===== config.mk =====
export PLATFORM = sky130hd
export DESIGN_NAME = sram_dp_arbiter
export DESIGN_NICKNAME = d
export VERILOG_FILES = /design/src/rtl/sram_dp_arbiter_pkg.sv /design/src/rtl/sram_dp_arbiter_rr_pick2.sv /design/src/rtl/sram_dp_arbiter.sv
export SDC_FILE = /design/constraint.sdc
export NUM_CORES = 1
export LEC_CHECK = 0
export ABC_AREA = 1
export CAP_MARGIN = 0
export CORE_AREA = 2 2 260 262
export CTS_CLUSTER_DIAMETER = 80
export DETAILED_ROUTE_END_ITERATION = 10
export DIE_AREA = 0 0 262 264
export PLACE_DENSITY = 0.42
export SYNTH_ARGS = -nofsm -noshare
export SYNTH_HDL_FRONTEND = slang
export SYNTH_HIERARCHICAL = 1
export SYNTH_SLANG_ARGS = --single-unit

===== constraint.sdc =====
create_clock -name clk_i -period 5.6 [get_ports clk_i]
set_input_delay 1.12 -clock clk_i [delete_from_list [all_inputs] [get_ports clk_i]]
set_output_delay 1.12 -clock clk_i [all_outputs]
set_load 0.01 [all_outputs]

===== src/rtl/sram_dp_arbiter_pkg.sv =====
// Shared constants and types for the dual-port SRAM arbiter.
package sram_dp_arbiter_pkg;

  localparam int unsigned SRAM_DEPTH  = 1024;
  localparam int unsigned SRAM_ADDR_W = 10;
  localparam int unsigned SRAM_DATA_W = 32;

  // Zero-fill covers two words per cycle, one per port.
  localparam int unsigned INIT_CNT_W = 9;
  localparam int unsigned INIT_LAST  = SRAM_DEPTH / 2 - 1;

  // Wide enough for the largest legal requester count (8).
  localparam int unsigned OWNER_W = 3;

  typedef enum logic [0:0] {INIT, RUN} state_e;

  typedef struct packed {
    logic               valid;
    logic [OWNER_W-1:0] owner;
    logic               is_rd;
  } port_pipe_t;

  function automatic int unsigned wrap_inc(input int unsigned idx, input int unsigned n);
    return (idx + 1 >= n) ? 0 : idx + 1;
  endfunction

endpackage


===== src/rtl/sram_dp_arbiter_rr_pick2.sv =====
// Combinational round-robin picker: first two valid requesters at or after ptr.
module sram_dp_arbiter_rr_pick2 #(
  parameter int unsigned NUM_REQ = 4,
  localparam int unsigned IdxW   = $clog2(NUM_REQ)
) (
  input  logic [NUM_REQ-1:0] valid_i,
  input  logic [IdxW-1:0]    ptr_i,
  output logic [NUM_REQ-1:0] gnt_a_o,
  output logic [NUM_REQ-1:0] gnt_b_o,
  output logic               a_found_o,
  output logic               b_found_o,
  output logic [IdxW-1:0]    a_idx_o,
  output logic [IdxW-1:0]    b_idx_o,
  output logic [IdxW-1:0]    last_idx_o
);

  int unsigned     j;
  logic [IdxW-1:0] jj;
  logic            a_hit, b_hit;

  always_comb begin
    gnt_a_o = '0;
    gnt_b_o = '0;
    a_hit   = 1'b0;
    b_hit   = 1'b0;
    a_idx_o = '0;
    b_idx_o = '0;
    j       = 0;
    jj      = '0;
    // Scanning from ptr, the second hit is the next valid requester after A.
    for (int unsigned i = 0; i < NUM_REQ; i++) begin
      j = i + 32'(ptr_i);
      if (j >= NUM_REQ) j = j - NUM_REQ;
      jj = IdxW'(j);
      if (valid_i[jj]) begin
        if (!a_hit) begin
          a_hit       = 1'b1;
          a_idx_o     = jj;
          gnt_a_o[jj] = 1'b1;
        end else if (!b_hit) begin
          b_hit       = 1'b1;
          b_idx_o     = jj;
          gnt_b_o[jj] = 1'b1;
        end
      end
    end
    a_found_o  = a_hit;
    b_found_o  = b_hit;
    last_idx_o = b_hit ? b_idx_o : a_idx_o;
  end

endmodule


===== src/rtl/sram_dp_arbiter.sv =====
// Two-grant round-robin arbiter in front of a 1024x32 dual-port SRAM macro.
// Define SRAM_DP_ARBITER_INIT_EN to zero-fill the array after every reset.
module sram_dp_arbiter
  import sram_dp_arbiter_pkg::*;
#(
  parameter int unsigned NUM_REQ = 4,
  parameter int unsigned ADDR_W  = SRAM_ADDR_W,
  parameter int unsigned DATA_W  = SRAM_DATA_W
) (
  input  logic                           clk_i,
  input  logic                           rst_ni,
  input  logic [NUM_REQ-1:0]             req_valid_i,
  output logic [NUM_REQ-1:0]             req_ready_o,
  input  logic [NUM_REQ-1:0]             req_we_i,
  input  logic [NUM_REQ-1:0][ADDR_W-1:0] req_addr_i,
  input  logic [NUM_REQ-1:0][DATA_W-1:0] req_wdata_i,
  input  logic [NUM_REQ-1:0][DATA_W-1:0] req_wmask_i,
  output logic [NUM_REQ-1:0]             rsp_valid_o,
  output logic [NUM_REQ-1:0][DATA_W-1:0] rsp_rdata_o,
  output logic                           init_done_o,
  output logic                           sram_mea_o,
  output logic                           sram_meb_o,
  output logic                           sram_wea_o,
  output logic                           sram_web_o,
  output logic [ADDR_W-1:0]              sram_adra_o,
  output logic [ADDR_W-1:0]              sram_adrb_o,
  output logic [DATA_W-1:0]              sram_da_o,
  output logic [DATA_W-1:0]              sram_db_o,
  output logic [DATA_W-1:0]              sram_wema_o,
  output logic [DATA_W-1:0]              sram_wemb_o,
  input  logic [DATA_W-1:0]              sram_qa_i,
  input  logic [DATA_W-1:0]              sram_qb_i
);

  localparam int unsigned IdxW = $clog2(NUM_REQ);

  logic                  active, in_init;
  logic [INIT_CNT_W-1:0] init_cnt;

`ifdef SRAM_DP_ARBITER_INIT_EN
  state_e                state_q;
  logic [INIT_CNT_W-1:0] init_cnt_q;

  always_ff @(posedge clk_i or negedge rst_ni) begin
    if (!rst_ni) begin
      state_q    <= INIT;
      init_cnt_q <= '0;
    end else begin
      case (state_q)
        INIT: begin
          init_cnt_q <= init_cnt_q + 1'b1;
          if (init_cnt_q == INIT_CNT_W'(INIT_LAST)) state_q <= RUN;
        end
        default: state_q <= RUN;
      endcase
    end
  end

  assign active      = (state_q == RUN);
  assign in_init     = (state_q == INIT);
  assign init_cnt    = init_cnt_q;
  assign init_done_o = (state_q == RUN);
`else
  assign active      = 1'b1;
  assign in_init     = 1'b0;
  assign init_cnt    = '0;
  assign init_done_o = 1'b1;
`endif

  logic [IdxW-1:0]    ptr_q, ptr_d;
  logic [NUM_REQ-1:0] gnt_a, gnt_b;
  logic               a_found, b_found;
  logic [IdxW-1:0]    a_idx, b_idx, last_idx, last_gnt;

  sram_dp_arbiter_rr_pick2 #(
    .NUM_REQ (NUM_REQ)
  ) u_rr_pick2 (
    .valid_i    (req_valid_i),
    .ptr_i      (ptr_q),
    .gnt_a_o    (gnt_a),
    .gnt_b_o    (gnt_b),
    .a_found_o  (a_found),
    .b_found_o  (b_found),
    .a_idx_o    (a_idx),
    .b_idx_o    (b_idx),
    .last_idx_o (last_idx)
  );

  logic conflict, grant_a, grant_b;

  // Same word with a write on either side would make the B access order-dependent.
  assign conflict = a_found && b_found && (req_addr_i[a_idx] == req_addr_i[b_idx]) &&
                    (req_we_i[a_idx] || req_we_i[b_idx]);
  assign grant_a  = active && a_found;
  assign grant_b  = active && b_found && !conflict;
  assign last_gnt = conflict ? a_idx : last_idx;
  assign ptr_d    = grant_a ? IdxW'(wrap_inc(32'(last_gnt), NUM_REQ)) : ptr_q;

  logic              mea, meb, wea, web;
  logic [ADDR_W-1:0] adra, adrb;
  logic [DATA_W-1:0] da, db, wema, wemb;

  always_comb begin
    mea  = 1'b0;
    meb  = 1'b0;
    wea  = 1'b0;
    web  = 1'b0;
    adra = '0;
    adrb = '0;
    da   = '0;
    db   = '0;
    wema = '0;
    wemb = '0;
    if (in_init) begin
      mea  = 1'b1;
      meb  = 1'b1;
      wea  = 1'b1;
      web  = 1'b1;
      adra = ADDR_W'({init_cnt, 1'b0});
      adrb = ADDR_W'({init_cnt, 1'b1});
      wema = '1;
      wemb = '1;
    end else begin
      if (grant_a) begin
        mea  = 1'b1;
        wea  = req_we_i[a_idx];
        adra = req_addr_i[a_idx];
        da   = req_wdata_i[a_idx];
        wema = req_wmask_i[a_idx];
      end
      if (grant_b) begin
        meb  = 1'b1;
        web  = req_we_i[b_idx];
        adrb = req_addr_i[b_idx];
        db   = req_wdata_i[b_idx];
        wemb = req_wmask_i[b_idx];
      end
    end
  end

  // Outputs are forced low while reset is held, independent of the request inputs.
  assign sram_mea_o  = rst_ni & mea;
  assign sram_meb_o  = rst_ni & meb;
  assign sram_wea_o  = rst_ni & wea;
  assign sram_web_o  = rst_ni & web;
  assign sram_adra_o = rst_ni ? adra : '0;
  assign sram_adrb_o = rst_ni ? adrb : '0;
  assign sram_da_o   = rst_ni ? da   : '0;
  assign sram_db_o   = rst_ni ? db   : '0;
  assign sram_wema_o = rst_ni ? wema : '0;
  assign sram_wemb_o = rst_ni ? wemb : '0;

  assign req_ready_o = rst_ni ? ((grant_a ? gnt_a : '0) | (grant_b ? gnt_b : '0)) : '0;

  port_pipe_t pipe_a_q, pipe_a_d, pipe_b_q, pipe_b_d;

  always_comb begin
    pipe_a_d       = '0;
    pipe_b_d       = '0;
    pipe_a_d.valid = grant_a;
    pipe_a_d.owner = OWNER_W'(a_idx);
    pipe_a_d.is_rd = grant_a & ~req_we_i[a_idx];
    pipe_b_d.valid = grant_b;
    pipe_b_d.owner = OWNER_W'(b_idx);
    pipe_b_d.is_rd = grant_b & ~req_we_i[b_idx];
  end

  always_ff @(posedge clk_i or negedge rst_ni) begin
    if (!rst_ni) begin
      ptr_q    <= '0;
      pipe_a_q <= '0;
      pipe_b_q <= '0;
    end else begin
      ptr_q    <= ptr_d;
      pipe_a_q <= pipe_a_d;
      pipe_b_q <= pipe_b_d;
    end
  end

  // A and B owners always differ, so the two ports never collide on a requester.
  always_comb begin
    rsp_valid_o = '0;
    rsp_rdata_o = '0;
    for (int unsigned i = 0; i < NUM_REQ; i++) begin
      if (pipe_a_q.valid && pipe_a_q.is_rd && pipe_a_q.owner == OWNER_W'(i)) begin
        rsp_valid_o[i] = 1'b1;
        rsp_rdata_o[i] = sram_qa_i;
      end
      if (pipe_b_q.valid && pipe_b_q.is_rd && pipe_b_q.owner == OWNER_W'(i)) begin
        rsp_valid_o[i] = 1'b1;
        rsp_rdata_o[i] = sram_qb_i;
      end
    end
  end

endmodule


==> reports/results.ini, run 1 <==
[final_layout]
final_common_cell = clkdlybuf4s50_1
syn_to_final_growth_pct = 108
fillers = 7433
final_cell_mix = clkdlybuf4s50_1 (571), nand2_1 (403), a21oi_1 (259), o21ai_0 (198), buf_4 (190)
num-nets-final = 2843
drive_gt1_frac = 0.174

[die]
fp.dieW_um = 262
design.portCount = 659
row_count = 95
start_util = 0.130
die_area_um2 = 69200
coreArea_um2 = 66600
die_y_um = 264

[grt]
grt_start_max_net_pins = 79
grt_pass1_wl_um = 101000
grt_pass1_vias = 15200
antenna_found_initial = 26
gr-total-overflow = 0
grt_usage = 0.194

[flow_run]
drv_cap = 0

[hold_path]
hold_path.class = register to register

[clocking]
cts_buffers = 3
clock_latency_ns = 0.24
cts_max_level = 1
cts_buffer_depth = 2
root_buffer = clkbuf_16
clkTransAtPathRegs_ns = 0.04
clock-sinks = 10
hold_buffers = 0
cts_tree = done

[logic_synthesis]
synth_area_leaders = nand2_1 (19%), a21oi_1 (15%), o21ai_0 (11%)
synth_area_um2 = 8660
ys_seq_area_frac = 0.0289
synth_seq_cells = 10
synth_top_area_share = 0.188
synth_top_cell_by_area = nand2_1
syn-num-nets = 2098
yosysWarnings = 6
synth_edf_count = 0
async_reset_ff_frac = 1.00
synth_cell_type_count = 48
avgSynthCellArea_um2 = 5.03
syn_inst = 1721
ys.flop_type = dfrtp_1

[timing]
period_share = 0.977
max_freq_ghz = 0.183
finalSetupViolCount = 0
slew_viol_final = 0
worstMarginPinSlew_ns = 0.749
worst_slack_ns = 0.130
rsz0062_at_grt = true
min_period_ns = 5.47
skew_ns = 0.00269
slew_headroom = 0.501
finalHoldViolations = 0

[route]
wire_per_inst_um = 21.3
viasPerCell = 4.56
drt_iter0_markers = 906
drt-total-wl_um = 71400
vias = 15300
drc = 0
detail-route-antenna-nets = 0
firstDrtPassIters = 5

[placement]
hpwl_um = 55300
port_buffers = 657
gp_congestion = 0.934
pre_cts_slack_ns = -0.709

[setup_path]
critPathCaptureType = output pin
max_stage_delay_ns = 0.54
crit_type = input port to output pin
slowest_stage = clkdlybuf4s50_1
cp_num_buf_inv = 12
crit_family = buffers and inverters
path_common_cell = buf_4
path_cells = buf_6 -> inv_4 -> nand2_4 -> nand3_4 -> nand2_8 -> ha_4 -> nor2_2 -> o21ai_2 -> nand2_2 -> a21boi_4 -> buf_6 -> nand2_1 -> nand3_2 -> nand2_2 -> buf_4 -> buf_4 -> buf_4 -> buf_4 -> buf_4 -> buf_4 -> buf_4 -> buf_4 -> nor2_1 -> clkdlybuf4s50_1
required_ns = 4.48
crit_arrival_ns = 4.35
cp-start-kind = input port
cp_max_fo = 13

[outcome]
status = completed

## flip-flops by register name (all words and copies together), names as in the netlist
signal    cells
pipe_b_q      4
ptr_q         2
pipe_a_q      4
## tightest hold or removal path, stage by stage, from the launching register on
cell and delay [ns]:
dfrtp_1 0.34, buf_4 0.16, nand2_1 0.06, nand2_1 0.05
## stage by stage
stage               cells  TNS [ns]  utilization  hold WS (ns)  cell area, µm²
finish               3349         0        0.271         0.643           18000
global route         3348    -0.302        0.271         0.689           18000
CTS                  3328         0        0.267         0.662           17800
detailed placement   3236    -57.35        0.253         0.651           16800
global placement     3236    -52.33        0.253         0.652           16800
floorplan            1721         0            -         0.571            8660
## synthesized netlist by cell type, types with 2 or more instances
master    instances
nand2_1         433
a21oi_1         260
nor3_1           36
buf_1            15
nand2_2          13
inv_2             9
ha_1              7
nor2_1          166
buf_12            3
nor3_4           30
o21ai_2           3
o21ai_0         199
o22ai_1         131
nand3_4           2
buf_6            10
dfrtp_1          10
nand2_4          14
nor2_4            3
a31oi_1           2
nor2_2            2
nand3_1          68
buf_4             4
clkbuf_1        101
inv_1           160
o211ai_1          4
buf_2            12
o21ai_1           3
## worst paths after layout
check,startpoint,end,slack [ns],cells past startpoint
setup reg to reg,ptr_q[0]$_DFFE_PN0P_,pipe_a_q[0]$_DFF_PN0_,0.31,35
setup / recovery,req_valid_i[3],sram_adra_o[4],0.13,24
max in group asynchronous,rst_ni,pipe_b_q[4]$_DFF_PN0_,3.95,2
hold reg to reg,ptr_q[1]$_DFFE_PN0P_,ptr_q[1]$_DFFE_PN0P_,0.64,3
hold / removal,ptr_q[1]$_DFFE_PN0P_,ptr_q[1]$_DFFE_PN0P_,0.64,3
min in group asynchronous,rst_ni,pipe_a_q[4]$_DFF_PN0_,1.40,2
## routing by layer
layer,part of all wire,up-vias,global-route usage
li1,-,7298,-
met1,0.37,7132,0.210
met2,0.51,698,0.358
met3,0.081,125,0.0494
met4,0.040,16,0.0724
met5,0.0015,-,0
## kinds of logic (layout without fill, tap and decap cells)
logic type / count (synthesis) / in the layout / share of synthesized area
AND/OR/NAND/NOR: 774 / 776 / 0.423
AO/OA/AOI/OAI: 610 / 610 / 0.380
buffers and inverters: 317 / 1059 / 0.156
flip-flops: 10 / 10 / 0.0289
adder cells (fa/ha/maj): 7 / 7 / 0.0101
XOR/XNOR: 2 / 2 / 0.00202
other: 1 / 12 / 0.000433
## repair_timing
action	CTS	global route
cloned	4	2
gates resized for setup	229	96
endpoints found under the setup margin	136	114
setup buffers	84	11
pin swaps	31	34
## area by class of cell
type                            count  area [µm²]  area share
Antenna cell                       11        27.5     0.00153
Clock buffer                        4        88.8     0.00492
Inverter                          172         681      0.0377
Multi-Input combinational cell   1396        7410       0.411
Sequential cell                    10         250      0.0139
Tap cell                          873        1090      0.0605
Timing Repair Buffer              883        8490       0.470
Power of run 1 is not shown: default switching activity piles up to over one toggle a cycle in this logic, so the estimate is an artifact.
==> run 2, diff against run 1 <==
- PLACE_DENSITY: 0.42 -> unset
==> run 2 against run 1 <==
  * Global-route usage shrank 1.1 points
  * Flip-flop and latch count unchanged
  * Routed wire length decreased by 4.5%
  * Clock skew about the same
  * Maximum frequency is 0.55% higher
  * Non-clock buffer count down 27
  * Register-to-register slack better by 1.7 ns
  * Die area is the same
  * Critical path depth rose by 4
  * Highest routed layer unchanged
==> reports/results.ini, run 2 (same netlist as run 1, synthesis figures left out) <==
[outcome]
status = completed  ; unchanged

[grt]
gr-total-overflow = 0  ; unchanged
grt_pass1_vias = 14200  ; was 15200
grt_start_max_net_pins = 118  ; was 79
grt_usage = 0.183  ; was 0.194
grt_pass1_wl_um = 94800  ; was 101000 µm
antenna_found_initial = 24  ; was 26

[route]
drc = 0  ; unchanged
drt-total-wl_um = 68200  ; was 71400 µm
viasPerCell = 4.51  ; was 4.56
wire_per_inst_um = 20.6  ; was 21.3 µm
drt_iter0_markers = 861  ; was 906
detail-route-antenna-nets = 0  ; unchanged
firstDrtPassIters = 5  ; unchanged
vias = 15000  ; was 15300

[clocking]
clock_latency_ns = 0.24  ; about the same
cts_tree = done  ; unchanged
hold_buffers = 0  ; unchanged
cts_buffer_depth = 2  ; unchanged
root_buffer = clkbuf_16  ; unchanged
cts_max_level = 1  ; unchanged
clkTransAtPathRegs_ns = 0.04  ; about the same
clock-sinks = 10  ; unchanged
cts_buffers = 3  ; unchanged

[flow_run]
drv_cap = 0  ; unchanged

[timing]
worstMarginPinSlew_ns = 0.617  ; was 0.749 ns
skew_ns = 0.00306  ; was 0.00269 ns
worst_slack_ns = 0.160  ; was 0.130 ns
finalSetupViolCount = 0  ; unchanged
rsz0062_at_grt = true  ; unchanged
finalHoldViolations = 0  ; unchanged
max_freq_ghz = 0.184  ; was 0.183 GHz
hold_slack_ns = 0.652  ; was 0.643 ns
slew_headroom = 0.589  ; was 0.501
min_period_ns = 5.44  ; was 5.47 ns
period_share = 0.971  ; was 0.977
slew_viol_final = 0  ; unchanged

[final_layout]
final_cell_mix = clkdlybuf4s50_1 (571), nand2_1 (413), a21oi_1 (260), o21ai_0 (198)  ; was clkdlybuf4s50_1 (571), nand2_1 (403), a21oi_1 (259), o21ai_0 (198), buf_4 (190)
fin_cells = 3317  ; was 3349
drive_gt1_frac = 0.152  ; was 0.174
post-route-util = 0.267  ; was 0.271
final_common_cell = clkdlybuf4s50_1  ; unchanged
syn_to_final_growth_pct = 105  ; was 108%
num-nets-final = 2815  ; was 2843
reg.largest.list = pipe_a_q x4, pipe_b_q x4, ptr_q x2  ; unchanged

[setup_path]
cp-start-kind = input port  ; unchanged
cp_max_fo = 8  ; was 13
max_stage_delay_ns = 0.29  ; was 0.54 ns
critPathCaptureType = output pin  ; unchanged
cp_num_buf_inv = 8  ; was 12
slowest_stage = dlygate4sd1_1  ; was clkdlybuf4s50_1
crit_arrival_ns = 4.32  ; was 4.35 ns
crit_family = simple AND/OR/NAND/NOR gates  ; was buffers and inverters
crit_type = input port to output pin  ; unchanged
required_ns = 4.48  ; about the same

[placement]
pre_cts_slack_ns = -0.683  ; was -0.709 ns
hpwl_um = 54500  ; was 55300 µm
dp_cells = 3273  ; was 3236
gp_congestion = 0.901  ; was 0.934
port_buffers = 657  ; unchanged

[die]
fp.dieW_um = 262  ; unchanged
die_area_um2 = 69200  ; unchanged
design.portCount = 659  ; unchanged
start_util = 0.130  ; unchanged
die_y_um = 264  ; unchanged
row_count = 95  ; unchanged
coreArea_um2 = 66600  ; unchanged

[hold_path]
hold_path.class = register to register  ; unchanged

==> run 2: cell count changes in the layout (fill, tap and decap cells not counted), moves of 7 or more <==
cell / previous run / this run
clkdlybuf4s15_2: 3 / 10
nand2_1: 403 / 413
buf_4: 190 / 164
clkbuf_2: 15 / 8
dlygate4sd2_1: 22 / 29
nand2_2: 33 / 26
==> run 2: layout make-up <==
class                   count  area, µm²
fillers                  7556      48800
repair buffers            856       8350
multi-input cells        1394       7300
well taps                 873       1090
inverters                 172        681
flip-flops and latches     10        250
clock buffers               4       88.8
diodes                      7       17.5
repair inverters            1       11.3
==> run 2: worst min-delay path, cell delays in order (launching register included) <==
cell and delay (ns):
dfrtp_1 0.34, buf_4 0.16, nand2_1 0.06, nand2_1 0.06
==> run 2: through the flow <==
step | cell area (µm²) | TNS (ns)
finish | 17800 | 0
global route | 17800 | -2.57
CTS | 17400 | -0.0328
detailed placement | 17200 | -35.29
global placement | 17200 | -30.29
floorplan | 8660 | 0
==> run 2: what timing repair did <==
item / 4_1_cts / 5_1_grt
pin swaps: 15 / 39
gates cloned: 4 / 3
gates resized for setup: 191 / 87
endpoints found under the hold margin: 0 / 0
setup endpoints to repair: 99 / 91
buffers inserted: 9 / 18
==> run 2: worst paths after layout <==
path | from | end | slack (ns) | cells past startpoint
worst max-delay path | req_valid_i[3] | sram_db_o[18] | 0.16 | 28
worst min-delay path | ptr_q[1]$_DFFE_PN0P_ | ptr_q[1]$_DFFE_PN0P_ | 0.65 | 3
worst max register to register | ptr_q[0]$_DFFE_PN0P_ | ptr_q[1]$_DFFE_PN0P_ | 1.99 | 28
worst min register to register | ptr_q[1]$_DFFE_PN0P_ | ptr_q[1]$_DFFE_PN0P_ | 0.65 | 3
max in group asynchronous | rst_ni | pipe_b_q[4]$_DFF_PN0_ | 3.85 | 2
min in group asynchronous | rst_ni | pipe_a_q[1]$_DFF_PN0_ | 1.22 | 1
==> run 2: routing by layer <==
layer	track usage	wire length, µm
met5	0	72
met2	0.331	34100
met1	0.206	25900
met4	0.0576	2090
met3	0.0472	6040
Power of run 2 is left out for the same reason.
==> run 3, diff against run 2 <==
- CELL_PAD_IN_SITES_DETAIL_PLACEMENT: unset -> 0
- CELL_PAD_IN_SITES_GLOBAL_PLACEMENT: unset -> 1
- CORE_AREA: 2 2 260 262 -> 2 2 253 255
- DIE_AREA: 0 0 262 264 -> 0 0 255 257
- PLACE_DENSITY_LB_ADDON: unset -> 0.1
==> run 3 against run 2 <==
  * Flip-flop and latch count unchanged
  * Global-route usage increased by 4.0 points
  * Via count increased by 2.6%
  * Die area decreased by 5.3%
  * Design area increased by 6.1%
  * Routed wire length increased by 14%
  * Critical path depth increased by 4
  * Setup slack got worse by 0.066 ns
  * Cell count increased by 1.9%
  * Critical path type unchanged
  * Non-clock buffer count increased by 86
  * First-iteration DRC count decreased by 6.0%
  * Register-to-register slack got worse by 1.7 ns
==> reports/results.ini, run 3 (same netlist as run 1, synthesis figures left out) <==
[timing]
rsz0062_at_grt = true  ; unchanged
period_share = 0.983  ; was 0.971
finalSetupViolCount = 0  ; unchanged
slew_headroom = 0.306  ; was 0.589
finalHoldViolations = 0  ; unchanged
skew_ns = 0.00269  ; was 0.00306 ns
min_period_ns = 5.51  ; was 5.44 ns
slew_viol_final = 0  ; unchanged
max_freq_ghz = 0.182  ; was 0.184 GHz
worstMarginPinSlew_ns = 1.04  ; was 0.617 ns
worst_slack_ns = 0.0936  ; was 0.160 ns

[setup_path]
max_stage_delay_ns = 0.21  ; was 0.29 ns
crit_arrival_ns = 4.39  ; was 4.32 ns
crit_family = simple AND/OR/NAND/NOR gates  ; unchanged
r2r_end = ptr_q[1]$_DFFE_PN0P_  ; unchanged
rr_worst_depth = 45  ; was 28
cp-start-kind = input port  ; unchanged
regToRegStartpoint = ptr_q[0]$_DFFE_PN0P_  ; unchanged
cp_num_buf_inv = 13  ; was 8
slowest_stage = buf_6  ; was dlygate4sd1_1
crit_type = input port to output pin  ; unchanged
critPathCaptureType = output pin  ; unchanged
required_ns = 4.48  ; about the same
cp_max_fo = 7  ; was 8
r2r_slack_ns = 0.33  ; was 1.99 ns

[final_layout]
final_common_cell = clkdlybuf4s50_1  ; unchanged
syn_to_final_growth_pct = 118  ; was 105%
fillers = 6921  ; was 7556
fin_cells = 3380  ; was 3317
final_cell_area_um2 = 18900  ; was 17800 µm²
num-nets-final = 2904  ; was 2815
post-route-util = 0.301  ; was 0.267
reg.largest.list = pipe_a_q x4, pipe_b_q x4, ptr_q x2  ; unchanged
drive_gt1_frac = 0.228  ; was 0.152
final_cell_mix = clkdlybuf4s50_1 (567), nand2_1 (371), a21oi_1 (260), buf_4 (231), o21ai_0 (197)  ; was clkdlybuf4s50_1 (571), nand2_1 (413), a21oi_1 (260), o21ai_0 (198)

[clocking]
cts_buffer_depth = 2  ; unchanged
clock-sinks = 10  ; unchanged
hold_buffers = 0  ; unchanged
clock_latency_ns = 0.24  ; about the same
cts_buffers = 3  ; unchanged
cts_tree = done  ; unchanged
cts_max_level = 1  ; unchanged
root_buffer = clkbuf_16  ; unchanged
clkTransAtPathRegs_ns = 0.04  ; about the same

[flow_run]
drv_cap = 0  ; unchanged

[hold_path]
hold_start = ptr_q[1]$_DFFE_PN0P_  ; unchanged
min_to = ptr_q[1]$_DFFE_PN0P_  ; unchanged
hold_path.class = register to register  ; unchanged
holdPathStages = 3  ; unchanged

[die]
start_util = 0.138  ; was 0.130
die_area_um2 = 65500  ; was 69200 µm²
die_y_um = 257  ; was 264 µm
fp.dieW_um = 255  ; was 262 µm
coreArea_um2 = 62700  ; was 66600 µm²
design.portCount = 659  ; unchanged
row_count = 92  ; was 95

[grt]
antenna_found_initial = 20  ; was 24
grt_pass1_wl_um = 109000  ; was 94800 µm
grt_pass1_vias = 15500  ; was 14200
grt_start_max_net_pins = 85  ; was 118
grt_usage = 0.222  ; was 0.183
gr-total-overflow = 0  ; unchanged

[route]
viasPerCell = 4.54  ; was 4.51
firstDrtPassIters = 5  ; unchanged
drt-total-wl_um = 77600  ; was 68200 µm
detail-route-antenna-nets = 0  ; unchanged
wire_per_inst_um = 23.0  ; was 20.6 µm
drt_iter0_markers = 809  ; was 861
vias = 15300  ; was 15000
drc = 0  ; unchanged

[placement]
dp_cells = 3233  ; was 3273
gp_congestion = 0.884  ; was 0.901
port_buffers = 657  ; unchanged
post_dp_cell_area_um2 = 17000  ; was 17200 µm²
hpwl_um = 59400  ; was 54500 µm
pre_cts_slack_ns = -0.837  ; was -0.683 ns

[outcome]
status = completed  ; unchanged

## run 3: cell types whose count changed in the layout (fill, tap and decap cells not counted), moves of 15 or more
cell,change
buf_2,+29
buf_6,+26
nand2_2,+37
nand3_2,+15
buf_4,+67
nand2_1,-42
nand3_1,-15
dlygate4sd2_1,-25
## run 3: layout make-up
cell class	instances	area, µm²	area share
inverter	172	687	0.0364
tap	846	1060	0.0561
antenna	8	20.0	0.00106
timing repair inverter	2	27.5	0.00146
multi-input combinational	1396	7680	0.407
clock buffer	4	88.8	0.00471
sequential	10	250	0.0133
timing repair buffer	942	9050	0.480
## run 3: tightest hold or removal path, stage by stage, from the launching register on
cell     delay (ns)
dfrtp_1        0.34
buf_4          0.17
nand2_1        0.06
nand2_1        0.05
## run 3: per-stage QoR
stage	TNS, ns	hold slack (ns)
after floorplan	0	0.571
after global placement	-58.19	0.652
after detailed placement	-61.43	0.647
after CTS	0	0.662
after global routing	-1.04	0.708
final	0	0.654
## run 3: layer usage
metal	up-vias	track usage	wire length (µm)
met5	-	0	135
met4	20	0.0432	1910
met3	91	0.0491	5390
met2	604	0.431	40600
met1	7220	0.243	29600
li1	7410	-	-
## run 3: repair_timing
action | in CTS | in global routing
setup buffers | 109 | 24
endpoints found under the setup margin | 127 | 117
pin swaps | 19 | 59
gates cloned | 7 | 3
resized for setup | 394 | 154
## run 3: worst max path at each step
stage	start	end	slack, ns	depth (start not counted)
floorplan	req_valid_i[3]	sram_db_o[25]	0.61	25
global placement	req_valid_i[2]	sram_db_o[18]	-0.78	25
detailed placement	req_valid_i[2]	sram_db_o[18]	-0.84	25
CTS	req_valid_i[2]	sram_db_o[31]	0.003	30
global route	req_valid_i[3]	sram_db_o[17]	-0.1	31
finish	req_valid_i[2]	sram_db_o[17]	0.09	32
Power of run 3 is left out for the same reason.
